===== src/rtl/freq_meas_pkg.sv =====
// Shared types and helpers for the frequency-measurement sequencer.
package freq_meas_pkg;

  typedef enum logic [2:0] {
    S_IDLE,
    S_SCAN,
    S_EVAL,
    S_SETTLE,
    S_GATE,
    S_CALC
  } state_e;

  localparam logic [31:0] SAT32 = 32'hFFFF_FFFF;

  // Hz per counted edge; the gate length must divide the clock rate exactly.
  function automatic int unsigned freq_scale(input int unsigned clk_hz,
                                             input int unsigned gate_cycles);
    return clk_hz / gate_cycles;
  endfunction

endpackage


===== src/rtl/freq_meas_ctrl_if.sv =====
// Signal bundle between the sample/comparator front end and the measurement sequencer.
interface freq_meas_ctrl_if;
  logic [7:0]  data_in;
  logic        edge_pulse;
  logic        start;
  logic        abort;
  logic        cont_mode;
  logic [7:0]  trig_level;
  logic        gate;
  logic        busy;
  logic [31:0] freq;
  logic        freq_valid;
  logic        no_signal;

  modport master (
    output data_in, edge_pulse, start, abort, cont_mode,
    input  trig_level, gate, busy, freq, freq_valid, no_signal
  );

  modport slave (
    input  data_in, edge_pulse, start, abort, cont_mode,
    output trig_level, gate, busy, freq, freq_valid, no_signal
  );
endinterface


===== src/rtl/minmax_tracker.sv =====
// Running min/max of the ADC stream; clr restarts the window, en admits a sample.
module minmax_tracker (
  input  logic       clk,
  input  logic       rst_n,
  input  logic       clr_i,
  input  logic       en_i,
  input  logic [7:0] data_i,
  output logic [7:0] min_o,
  output logic [7:0] max_o
);

  logic [7:0] min_q, max_q;

  always_ff @(posedge clk or negedge rst_n) begin
    if (!rst_n) begin
      min_q <= 8'hFF;
      max_q <= 8'h00;
    end else if (clr_i) begin
      min_q <= 8'hFF;
      max_q <= 8'h00;
    end else if (en_i) begin
      if (data_i < min_q) min_q <= data_i;
      if (data_i > max_q) max_q <= data_i;
    end
  end

  assign min_o = min_q;
  assign max_o = max_q;

endmodule


===== src/rtl/freq_meas_ctrl.sv =====
// Frequency-measurement sequencer: min/max scan, trigger midpoint, fixed gate, scale to Hz.
module freq_meas_ctrl
  import freq_meas_pkg::*;
#(
  parameter int unsigned CLK_HZ        = 50_000_000,
  parameter int unsigned GATE_CYCLES   = 50_000_000,
  parameter int unsigned SCAN_CYCLES   = 65_536,
  parameter int unsigned SETTLE_CYCLES = 4,
  parameter logic [7:0]  MIN_SWING     = 8'd32
) (
  input logic             clk,
  input logic             rst_n,
  freq_meas_ctrl_if.slave bus
);

  localparam int unsigned FREQ_SCALE  = freq_scale(CLK_HZ, GATE_CYCLES);
  localparam logic [31:0] SCAN_LOAD   = 32'(SCAN_CYCLES - 1);
  localparam logic [31:0] SETTLE_LOAD = 32'(SETTLE_CYCLES - 1);
  localparam logic [31:0] GATE_LOAD   = 32'(GATE_CYCLES - 1);

  state_e      state_q, state_d;
  logic [31:0] cnt_q, cnt_d;
  logic [31:0] edge_cnt_q, edge_cnt_d;
  logic [31:0] freq_q, freq_d;
  logic [7:0]  trig_q, trig_d;
  logic        gate_q, gate_d;
  logic        fv_q, fv_d;
  logic        ns_q, ns_d;
  logic        clr, en;
  logic [7:0]  min_w, max_w, swing;
  logic [8:0]  mid_sum;
  logic [63:0] prod;

  minmax_tracker u_minmax (
    .clk    (clk),
    .rst_n  (rst_n),
    .clr_i  (clr),
    .en_i   (en),
    .data_i (bus.data_in),
    .min_o  (min_w),
    .max_o  (max_w)
  );

  assign swing   = max_w - min_w;
  assign mid_sum = {1'b0, max_w} + {1'b0, min_w};
  assign prod    = {32'd0, edge_cnt_q} * 64'(FREQ_SCALE);

  always_ff @(posedge clk or negedge rst_n) begin
    if (!rst_n) begin
      state_q    <= S_IDLE;
      cnt_q      <= '0;
      edge_cnt_q <= '0;
      freq_q     <= '0;
      trig_q     <= 8'd128;
      gate_q     <= 1'b0;
      fv_q       <= 1'b0;
      ns_q       <= 1'b0;
    end else begin
      state_q    <= state_d;
      cnt_q      <= cnt_d;
      edge_cnt_q <= edge_cnt_d;
      freq_q     <= freq_d;
      trig_q     <= trig_d;
      gate_q     <= gate_d;
      fv_q       <= fv_d;
      ns_q       <= ns_d;
    end
  end

  always_comb begin
    state_d    = state_q;
    cnt_d      = (cnt_q != '0) ? cnt_q - 32'd1 : cnt_q;
    edge_cnt_d = edge_cnt_q;
    freq_d     = freq_q;
    trig_d     = trig_q;
    gate_d     = 1'b0;
    fv_d       = 1'b0;
    ns_d       = ns_q;
    clr        = 1'b0;
    en         = 1'b0;

    // gate_q is the registered window itself, so the last gate cycle still counts.
    if (gate_q && bus.edge_pulse && edge_cnt_q != SAT32) edge_cnt_d = edge_cnt_q + 32'd1;

    case (state_q)
      S_IDLE: begin
        if (bus.start) begin
          state_d = S_SCAN;
          cnt_d   = SCAN_LOAD;
          clr     = 1'b1;
        end
      end
      S_SCAN: begin
        en = 1'b1;
        if (cnt_q == '0) state_d = S_EVAL;
      end
      S_EVAL: begin
        if (swing < MIN_SWING) begin
          ns_d   = 1'b1;
          freq_d = '0;
          fv_d   = 1'b1;
          if (bus.cont_mode) begin
            state_d = S_SCAN;
            cnt_d   = SCAN_LOAD;
            clr     = 1'b1;
          end else begin
            state_d = S_IDLE;
          end
        end else begin
          ns_d    = 1'b0;
          trig_d  = mid_sum[8:1];
          state_d = S_SETTLE;
          cnt_d   = SETTLE_LOAD;
        end
      end
      S_SETTLE: begin
        if (cnt_q == '0) begin
          state_d = S_GATE;
          cnt_d   = GATE_LOAD;
          gate_d  = 1'b1;
        end
      end
      S_GATE: begin
        gate_d = 1'b1;
        if (cnt_q == '0) begin
          state_d = S_CALC;
          gate_d  = 1'b0;
        end
      end
      S_CALC: begin
        freq_d     = (prod[63:32] != '0) ? SAT32 : prod[31:0];
        fv_d       = 1'b1;
        edge_cnt_d = '0;
        if (bus.cont_mode) begin
          state_d = S_SCAN;
          cnt_d   = SCAN_LOAD;
          clr     = 1'b1;
        end else begin
          state_d = S_IDLE;
        end
      end
      default: state_d = S_IDLE;
    endcase

    // Abort overrides every advance and discards the partial result.
    if (bus.abort && state_q != S_IDLE) begin
      state_d    = S_IDLE;
      cnt_d      = '0;
      edge_cnt_d = '0;
      freq_d     = freq_q;
      trig_d     = trig_q;
      gate_d     = 1'b0;
      fv_d       = 1'b0;
      ns_d       = ns_q;
      clr        = 1'b0;
      en         = 1'b0;
    end
  end

  assign bus.trig_level = trig_q;
  assign bus.gate       = gate_q;
  assign bus.busy       = (state_q != S_IDLE);
  assign bus.freq       = freq_q;
  assign bus.freq_valid = fv_q;
  assign bus.no_signal  = ns_q;

endmodule


===== src/flat_wrapper.sv =====
// flat-port wrapper written by rule: the top's interface ports become plain ports
module freq_meas_ctrl_flat import freq_meas_pkg::*;
#(
  parameter int unsigned CLK_HZ        = 50_000_000,
  parameter int unsigned GATE_CYCLES   = 50_000_000,
  parameter int unsigned SCAN_CYCLES   = 65_536,
  parameter int unsigned SETTLE_CYCLES = 4,
  parameter logic [7:0]  MIN_SWING     = 8'd32
)
  (clk, rst_n, bus_data_in, bus_edge_pulse, bus_start, bus_abort, bus_cont_mode, bus_trig_level, bus_gate, bus_busy, bus_freq, bus_freq_valid, bus_no_signal);
  freq_meas_ctrl_if bus_i ();
  input logic clk;
  input logic rst_n;
  input wire logic [$bits(bus_i.data_in)-1:0] bus_data_in;
  input wire logic [$bits(bus_i.edge_pulse)-1:0] bus_edge_pulse;
  input wire logic [$bits(bus_i.start)-1:0] bus_start;
  input wire logic [$bits(bus_i.abort)-1:0] bus_abort;
  input wire logic [$bits(bus_i.cont_mode)-1:0] bus_cont_mode;
  output wire logic [$bits(bus_i.trig_level)-1:0] bus_trig_level;
  output wire logic [$bits(bus_i.gate)-1:0] bus_gate;
  output wire logic [$bits(bus_i.busy)-1:0] bus_busy;
  output wire logic [$bits(bus_i.freq)-1:0] bus_freq;
  output wire logic [$bits(bus_i.freq_valid)-1:0] bus_freq_valid;
  output wire logic [$bits(bus_i.no_signal)-1:0] bus_no_signal;
  assign bus_i.data_in = bus_data_in;
  assign bus_i.edge_pulse = bus_edge_pulse;
  assign bus_i.start = bus_start;
  assign bus_i.abort = bus_abort;
  assign bus_i.cont_mode = bus_cont_mode;
  assign bus_trig_level = bus_i.trig_level;
  assign bus_gate = bus_i.gate;
  assign bus_busy = bus_i.busy;
  assign bus_freq = bus_i.freq;
  assign bus_freq_valid = bus_i.freq_valid;
  assign bus_no_signal = bus_i.no_signal;
  freq_meas_ctrl #(.CLK_HZ(CLK_HZ), .GATE_CYCLES(GATE_CYCLES), .SCAN_CYCLES(SCAN_CYCLES), .SETTLE_CYCLES(SETTLE_CYCLES), .MIN_SWING(MIN_SWING)) u_core (.clk(clk), .rst_n(rst_n), .bus(bus_i));
endmodule

===== config.mk =====
export PLATFORM = sky130hd
export DESIGN_NAME = freq_meas_ctrl_flat
export DESIGN_NICKNAME = d
export VERILOG_FILES = /design/src/rtl/freq_meas_pkg.sv /design/src/rtl/freq_meas_ctrl_if.sv /design/src/rtl/minmax_tracker.sv /design/src/rtl/freq_meas_ctrl.sv /design/src/flat_wrapper.sv
export SDC_FILE = /design/constraint.sdc
export NUM_CORES = 1
export LEC_CHECK = 0
export CORE_MARGIN = 2
export CORE_UTILIZATION = 55
export DETAILED_ROUTE_END_ITERATION = 16
export PLACE_DENSITY = 0.76
export SLEW_MARGIN = 10
export SYNTH_ARGS = -nofsm -noshare
export SYNTH_HDL_FRONTEND = slang
export SYNTH_HIERARCHICAL = 1
export SYNTH_SLANG_ARGS = --single-unit

===== constraint.sdc =====
create_clock -name clk -period 3.5 [get_ports clk]
set_input_delay 0.7 -clock clk [delete_from_list [all_inputs] [get_ports clk]]
set_output_delay 0.7 -clock clk [all_outputs]
set_load 0.02 [all_outputs]

* Word level (Yosys, flattened, before mapping)
Cells that the tools add are included.
** Storage, ports and cells
- Bits in registers :: 126
- Input bits :: 14
- Output and inout bits :: 44
- Logic and storage cells :: 88
** Cells by class
- Add/sub/neg operators :: 4
- $lt $le $gt $ge :: 3
- Equality and inequality tests :: 11
- Mux-type cells :: 40
- Bitwise gates (word level) :: 2
- Reductions and logical operators :: 18
** Operators by type and width (number)
- two-way mux 32 bit :: 10
- case mux 32 bit (4 select lines) :: 1
- case mux 32 bit (2 select lines) :: 1
- two-way mux 8 bit :: 6
- adder 32 x 1 -> 32 bit (second input constant) :: 1
- logical NOT 32 bit :: 1
- inequality test 32 bit (second input constant) :: 1
- nonzero test 32 bit :: 1
- subtractor 32 x 1 -> 32 bit (second input constant) :: 1
- two-way mux 3 bit :: 6
- case mux 3 bit (6 select lines) :: 1
- two-way mux 1 bit :: 12
- adder 8 x 8 -> 9 bit :: 1
- inequality test 3 x 1 -> 1 bit (second input constant) :: 3
- greater-than comparator 8 bit :: 1
- less-than comparator 8 x 6 -> 1 bit (second input constant) :: 1
- less-than comparator 8 bit :: 1
- nonzero test 2 bit :: 4
- subtractor 8 bit :: 1
- equality test 3 x 2 -> 1 bit (second input constant) :: 2
- equality test 3 bit (second input constant) :: 2
- AND reduction 2 bit :: 3
- AND reduction 3 bit :: 2
- nonzero test 3 bit :: 2
- 9 further kinds :: 13

* Longest topological paths before layout
- Word-level depth :: 7
- Gate-level depth with buffers :: 11
- Mapped depth without buffers :: 10

* Cells and area by module
The synthesis kept the hierarchy.
** By module, submodules not included
- freq_meas_ctrl :: instances 1, cells each 686, area an instance 6179.7 um^2, seq. area each 2753.9 um^2
- minmax_tracker :: instances 1, cells each 114, area an instance 1108.6 um^2, seq. area each 410.4 um^2

* Worst setup path after synthesis
OpenSTA, ideal clock, no wires.
- Path kind :: reg-to-reg
- Start point :: reg u_core.u_minmax.min_q[2] (netlist: u_core/u_minmax/min_o[2])
- End point :: reg u_core.u_minmax.max_q[6] (netlist: u_core/u_minmax/max_o[6])
- Setup time :: 0.079 ns
- Arrival time :: 2.675 ns
- Data required time :: 3.421 ns
- Setup slack :: 0.745 ns
- Cell stages (with the launch flop) :: 12
- Path buffers :: 1
- Clock period less this slack :: 2.755 ns
- Cell sequence :: dfstp_2 inv_1 ha_1 a21oi_1 o21ai_0 a31oi_1 mux2_2 a31oi_1 nor2_1 buf_2 nand2b_1 mux2i_1
** Between the ends
- Cells in the longest elaborated chain, start to end :: 7
- Elaborated cells between the ends (all ways) :: 9
- Classes of those cells :: 1 x add/sub; 1 x order compare; 4 x mux; 3 x reduce/logical
** RTL lines
- from (decl) :: RTL line minmax_tracker.sv:12 : logic [7:0] min_q, max_q;
- from (signal assigned) :: RTL line minmax_tracker.sv:22 : if (data_i < min_q) min_q <= data_i;
- subtractor 8 bit * :: RTL line freq_meas_ctrl.sv:44 : assign swing = max_w - min_w;
- less-than comparator 8 x 6 -> 1 bit * :: RTL line freq_meas_ctrl.sv:98 : if (swing < MIN_SWING) begin
- two-way mux 1 bit * :: RTL line freq_meas_ctrl.sv:98
- case mux 1 bit (3 select lines) * :: RTL line freq_meas_ctrl.sv:85 : case (state_q)
- two-way mux 1 bit * :: RTL line freq_meas_ctrl.sv:146 : if (bus.abort && state_q != S_IDLE) begin
- named net u_core.clr :: RTL line freq_meas_ctrl.sv:29 : logic clr, en;
- nonzero test 2 bit (no source line)
- AND reduction 2 bit (no source line)
- to (signal assigned) :: RTL line minmax_tracker.sv:23 : if (data_i > max_q) max_q <= data_i;
- to (decl) :: RTL line minmax_tracker.sv:12
Mark *: on every way through the listed nets, which the timed path passes. The rest lies on a longest branch.
A chain may end at the register's enable or synchronous reset.

* Worst setup path after layout
Ends and elaborated chain as after synthesis.

==> results.sh <==
export IMPL_worst_path_buf_inv=2
export IMPL_core_area_mm2=0.0131
export IMPL_critPathMaxStageDelay_ns=0.54
export IMPL_yosys_top_cells_area="dfrtp_1 (40%), ha_1 (5.5%), o21ai_0 (4.2%), nand2_1 (4.0%), a21oi_1 (3.8%)"
export IMPL_crit_family="compound AO/OA/AOI/OAI gates"
export IMPL_ys_ff_latch=126
export IMPL_cp_required_ns=3.83
export IMPL_clock_power_share_pct=27.4
export IMPL_place_congestion=0.834
export IMPL_finClkSkew_ns=0.00616
export IMPL_yosysTopAreaCellShare_pct=40.2
export IMPL_crit_path_top_delay_cell="dfstp_2"
export IMPL_worstPathArrival_ns=3.60
export IMPL_grt_overflow_total=0
export IMPL_synth_top_family_by_area="simple AND/OR/NAND/NOR gates"
export IMPL_synth_compound_area_share_pct=18.5
export IMPL_cts_tree="yes"
export IMPL_cts_made_buffers=17
export IMPL_synthMuxAreaShare_pct=2.40
export IMPL_relSlewSlack_pct=34.6
export IMPL_finalSetupViolations=0
export IMPL_worst_pin_slew_ns=0.981
export IMPL_grt_pass1_vias=6135
export IMPL_synth_most_common_cell="dfrtp_1"
export IMPL_finalHoldViolCount=0
export IMPL_clock_root_buffer="clkbuf_16"
export IMPL_cp_cell_sequence="inv_1 -> ha_1 -> a21oi_1 -> o21ai_0 -> a31oi_1 -> mux2_2 -> a31oi_1 -> nor2_1 -> buf_4 -> nand2b_1 -> mux2i_1"
export IMPL_postSynth_asyncResetShare_pct=100
export IMPL_crit_type="reg2reg"
export IMPL_start_util_pct=55.7
export IMPL_design_area_mm2=0.00865
export IMPL_first_iter_violations=584
export IMPL_yosysUniqueCellTypes=67
export IMPL_sw_frac_of_total_pct=37.6
export IMPL_die_height_um=119
export IMPL_avgRoutedWirePerCell_um=17.3
export IMPL_cts_sinks=126
export IMPL_yosysWarnings=6
export IMPL_clk_path_buf_depth=2
export IMPL_grt_util_all_layers_pct=26.0
export IMPL_rows=42
export IMPL_synth_cells=800
export IMPL_crit_path_start_kind="flop"
export IMPL_synthTopCellsByCount="dfrtp_1 (117), nand2_1 (77), nor2_1 (62), o21ai_0 (61), a21oi_1 (56)"
export IMPL_p_sw_mw=2.54
export IMPL_end_kind="flop"
export IMPL_syn2layout_area_growth_pct=18.6
export IMPL_syn_area_mm2=0.00729
export IMPL_post_route_util_pct=66.1
export IMPL_drive_gt1_share_pct=8.14
export IMPL_p_int_mw=4.21
export IMPL_place_ws_ns=0.338
export IMPL_cts_setup_buffers=0
export IMPL_timing_final_crit_share_pct=93.5
export IMPL_layout_nets=896
export IMPL_finalMaxSlewViolations=0
export IMPL_postPlaceCellArea_mm2=0.00803
export IMPL_setup_ws_ns=0.226
export IMPL_synthAdderAreaFrac_pct=5.77
export IMPL_htreeDepth=4
export IMPL_routed_via_density=6.15
export IMPL_yosysTopAreaCell="dfrtp_1"
export IMPL_synth_edf_count=0
export IMPL_maxCapViolCount=0
export IMPL_hp_class="in2async"
export IMPL_fmax_ghz=0.305
export IMPL_p_seq_share_pct=32.0
export IMPL_p_leak_nw=3.81
export IMPL_pin_count=58
export IMPL_pwr_share_comb_pct=40.7
export IMPL_wirelength_um=17900
export IMPL_yosys_area_share_xor_xnor_pct=6.25
export IMPL_dp_hpwl_um=12100
export IMPL_die_area_mm2=0.0142
export IMPL_yosysSeqAreaShare_pct=43.4
export IMPL_grt_max_degree=69
export IMPL_fin_cells=1036
export IMPL_ant_nets=0
export IMPL_crit_top_cell="a31oi_1"
export IMPL_period_minus_slack_ns=3.27
export IMPL_clkTransAtPathRegs_ns=0.05
export IMPL_port_buffer_count=57
export IMPL_synth_avg_cell_area_um2=9.11
export IMPL_grt_pass1_wl_um=29800
export IMPL_path_max_fanout=24
export IMPL_die_x_um=119
export IMPL_yosys_area_share_simple_pct=19.7
export IMPL_insertion_delay_ns=0.42
export IMPL_p_per_area_mw_per_mm2=781
export IMPL_outcome="completed"
export IMPL_dp_cells=1006
export IMPL_num_vias=6372
export IMPL_synth_fp_nets=847
export IMPL_rsz0062_at_grt="no"
export IMPL_dr_pass1_iters=5
export IMPL_grt_antenna_before_repair=0
export IMPL_ys_flop_type="dfrtp_1"
export IMPL_setup_tns_ns=0
export IMPL_drc=0
export IMPL_ir_drop_mv=0.405
export IMPL_antenna_cells=0
[logic make-up after synthesis]
kind of cell             count (synthesis)
buffers and inverters                   73
AO/OA/AOI/OAI                          217
flip-flops                             126
AND/OR/NAND/NOR                        282
multiplexers                            17
adder cells (fa/ha/maj)                 33
XOR/XNOR                                52
[placed cells by master (no fill, tap or decap), types with 6 or more instances in the layout]
cell	synthesis	routed
nor2b_1	6	6
or3_1	7	7
nor2_1	62	61
clkdlybuf4s50_1	0	55
a31oi_1	9	9
nand3_1	19	19
a22oi_1	32	32
a21oi_1	56	56
nand2b_1	25	25
nor3_1	19	19
and3_1	10	10
nor4_1	17	17
o21ai_0	61	61
o22ai_1	8	8
o21ai_1	11	11
mux2i_1	13	13
dfstp_2	9	9
buf_4	1	12
inv_1	31	31
xnor2_1	28	28
clkbuf_16	0	17
nand2_1	77	77
xor2_1	24	24
ha_1	32	32
dfrtp_1	117	117
nand4_1	14	14
[final timing paths]
| kind | to | cells past startpoint | slack [ns] | start |
|---|---|---|---|---|
| worst max-delay path | u_core/u_minmax/max_o[6] | 11 | 0.23 | u_core/u_minmax/min_o[2] |
| worst min-delay path | u_core/cnt_q[29] | 1 | 0.35 | rst_n |
| worst max register to register | u_core/u_minmax/max_o[6] | 11 | 0.23 | u_core/u_minmax/min_o[2] |
| worst min register to register | u_core/bus.no_signal | 1 | 0.50 | u_core/bus.no_signal |
| max in group asynchronous | u_core/bus.freq[21] | 2 | 2.33 | rst_n |
| min in group clk | u_core/bus.no_signal | 1 | 0.50 | u_core/bus.no_signal |
[power by group through the flow]
| stage | Clock (mW) | Combinational, mW | Sequential, mW |
|---|---|---|---|
| CTS | 1.87 | 2.72 | 2.15 |
| finish | 1.85 | 2.74 | 2.16 |
| global route | 1.95 | 3.00 | 2.21 |
| floorplan | 0 | 1.75 | 2.24 |
| global placement | 0 | 2.57 | 2.15 |
| detailed placement | 0 | 2.67 | 2.17 |
[layer usage]
| metal | global-route usage, % | vias up | part of all wire [%] |
|---|---|---|---|
| met1 | 35.0 | 3151 | 45 |
| met5 | 0 | - | 0 |
| met4 | 9.60 | 0 | 1.8 |
| met2 | 41.3 | 203 | 48 |
| met3 | 5.65 | 31 | 4.8 |
| li1 | - | 2987 | - |
[sequential cells by signal, summed over array words and instances (netlist names)]
| signal | count |
|---|---|
| u_core/bus.freq | 32 |
| u_core/cnt_q | 32 |
| u_core/edge_cnt_q | 32 |
| u_core/bus.trig_level | 8 |
| u_core/u_minmax/max_o | 8 |
| u_core/u_minmax/min_o | 8 |
| u_core/state_q | 3 |
| u_core/bus.freq_valid | 1 |
| u_core/bus.gate | 1 |
| u_core/bus.no_signal | 1 |
[layout make-up]
type                       instances  area [um^2]
multi-input combinational        601         3840
clock buffer                      24          482
clock inverter                     6          133
timing repair buffer              70          686
tap                              176          220
sequential                       126         3160
fill                            1036         4440
inverter                          33          124
[stage by stage]
step	power (mW)	hold slack [ns]
floorplan	3.99	0.404
global placement	4.72	0.479
detailed placement	4.84	0.495
CTS	6.74	0.382
global route	7.16	0.398
finish	6.75	0.345
[timing repair]
item / in CTS / in global routing
hold buffers: 0 / 0
setup endpoints to repair: 0 / 1
gates resized for setup: 0 / 1
Power figures use the tool's default switching activity.
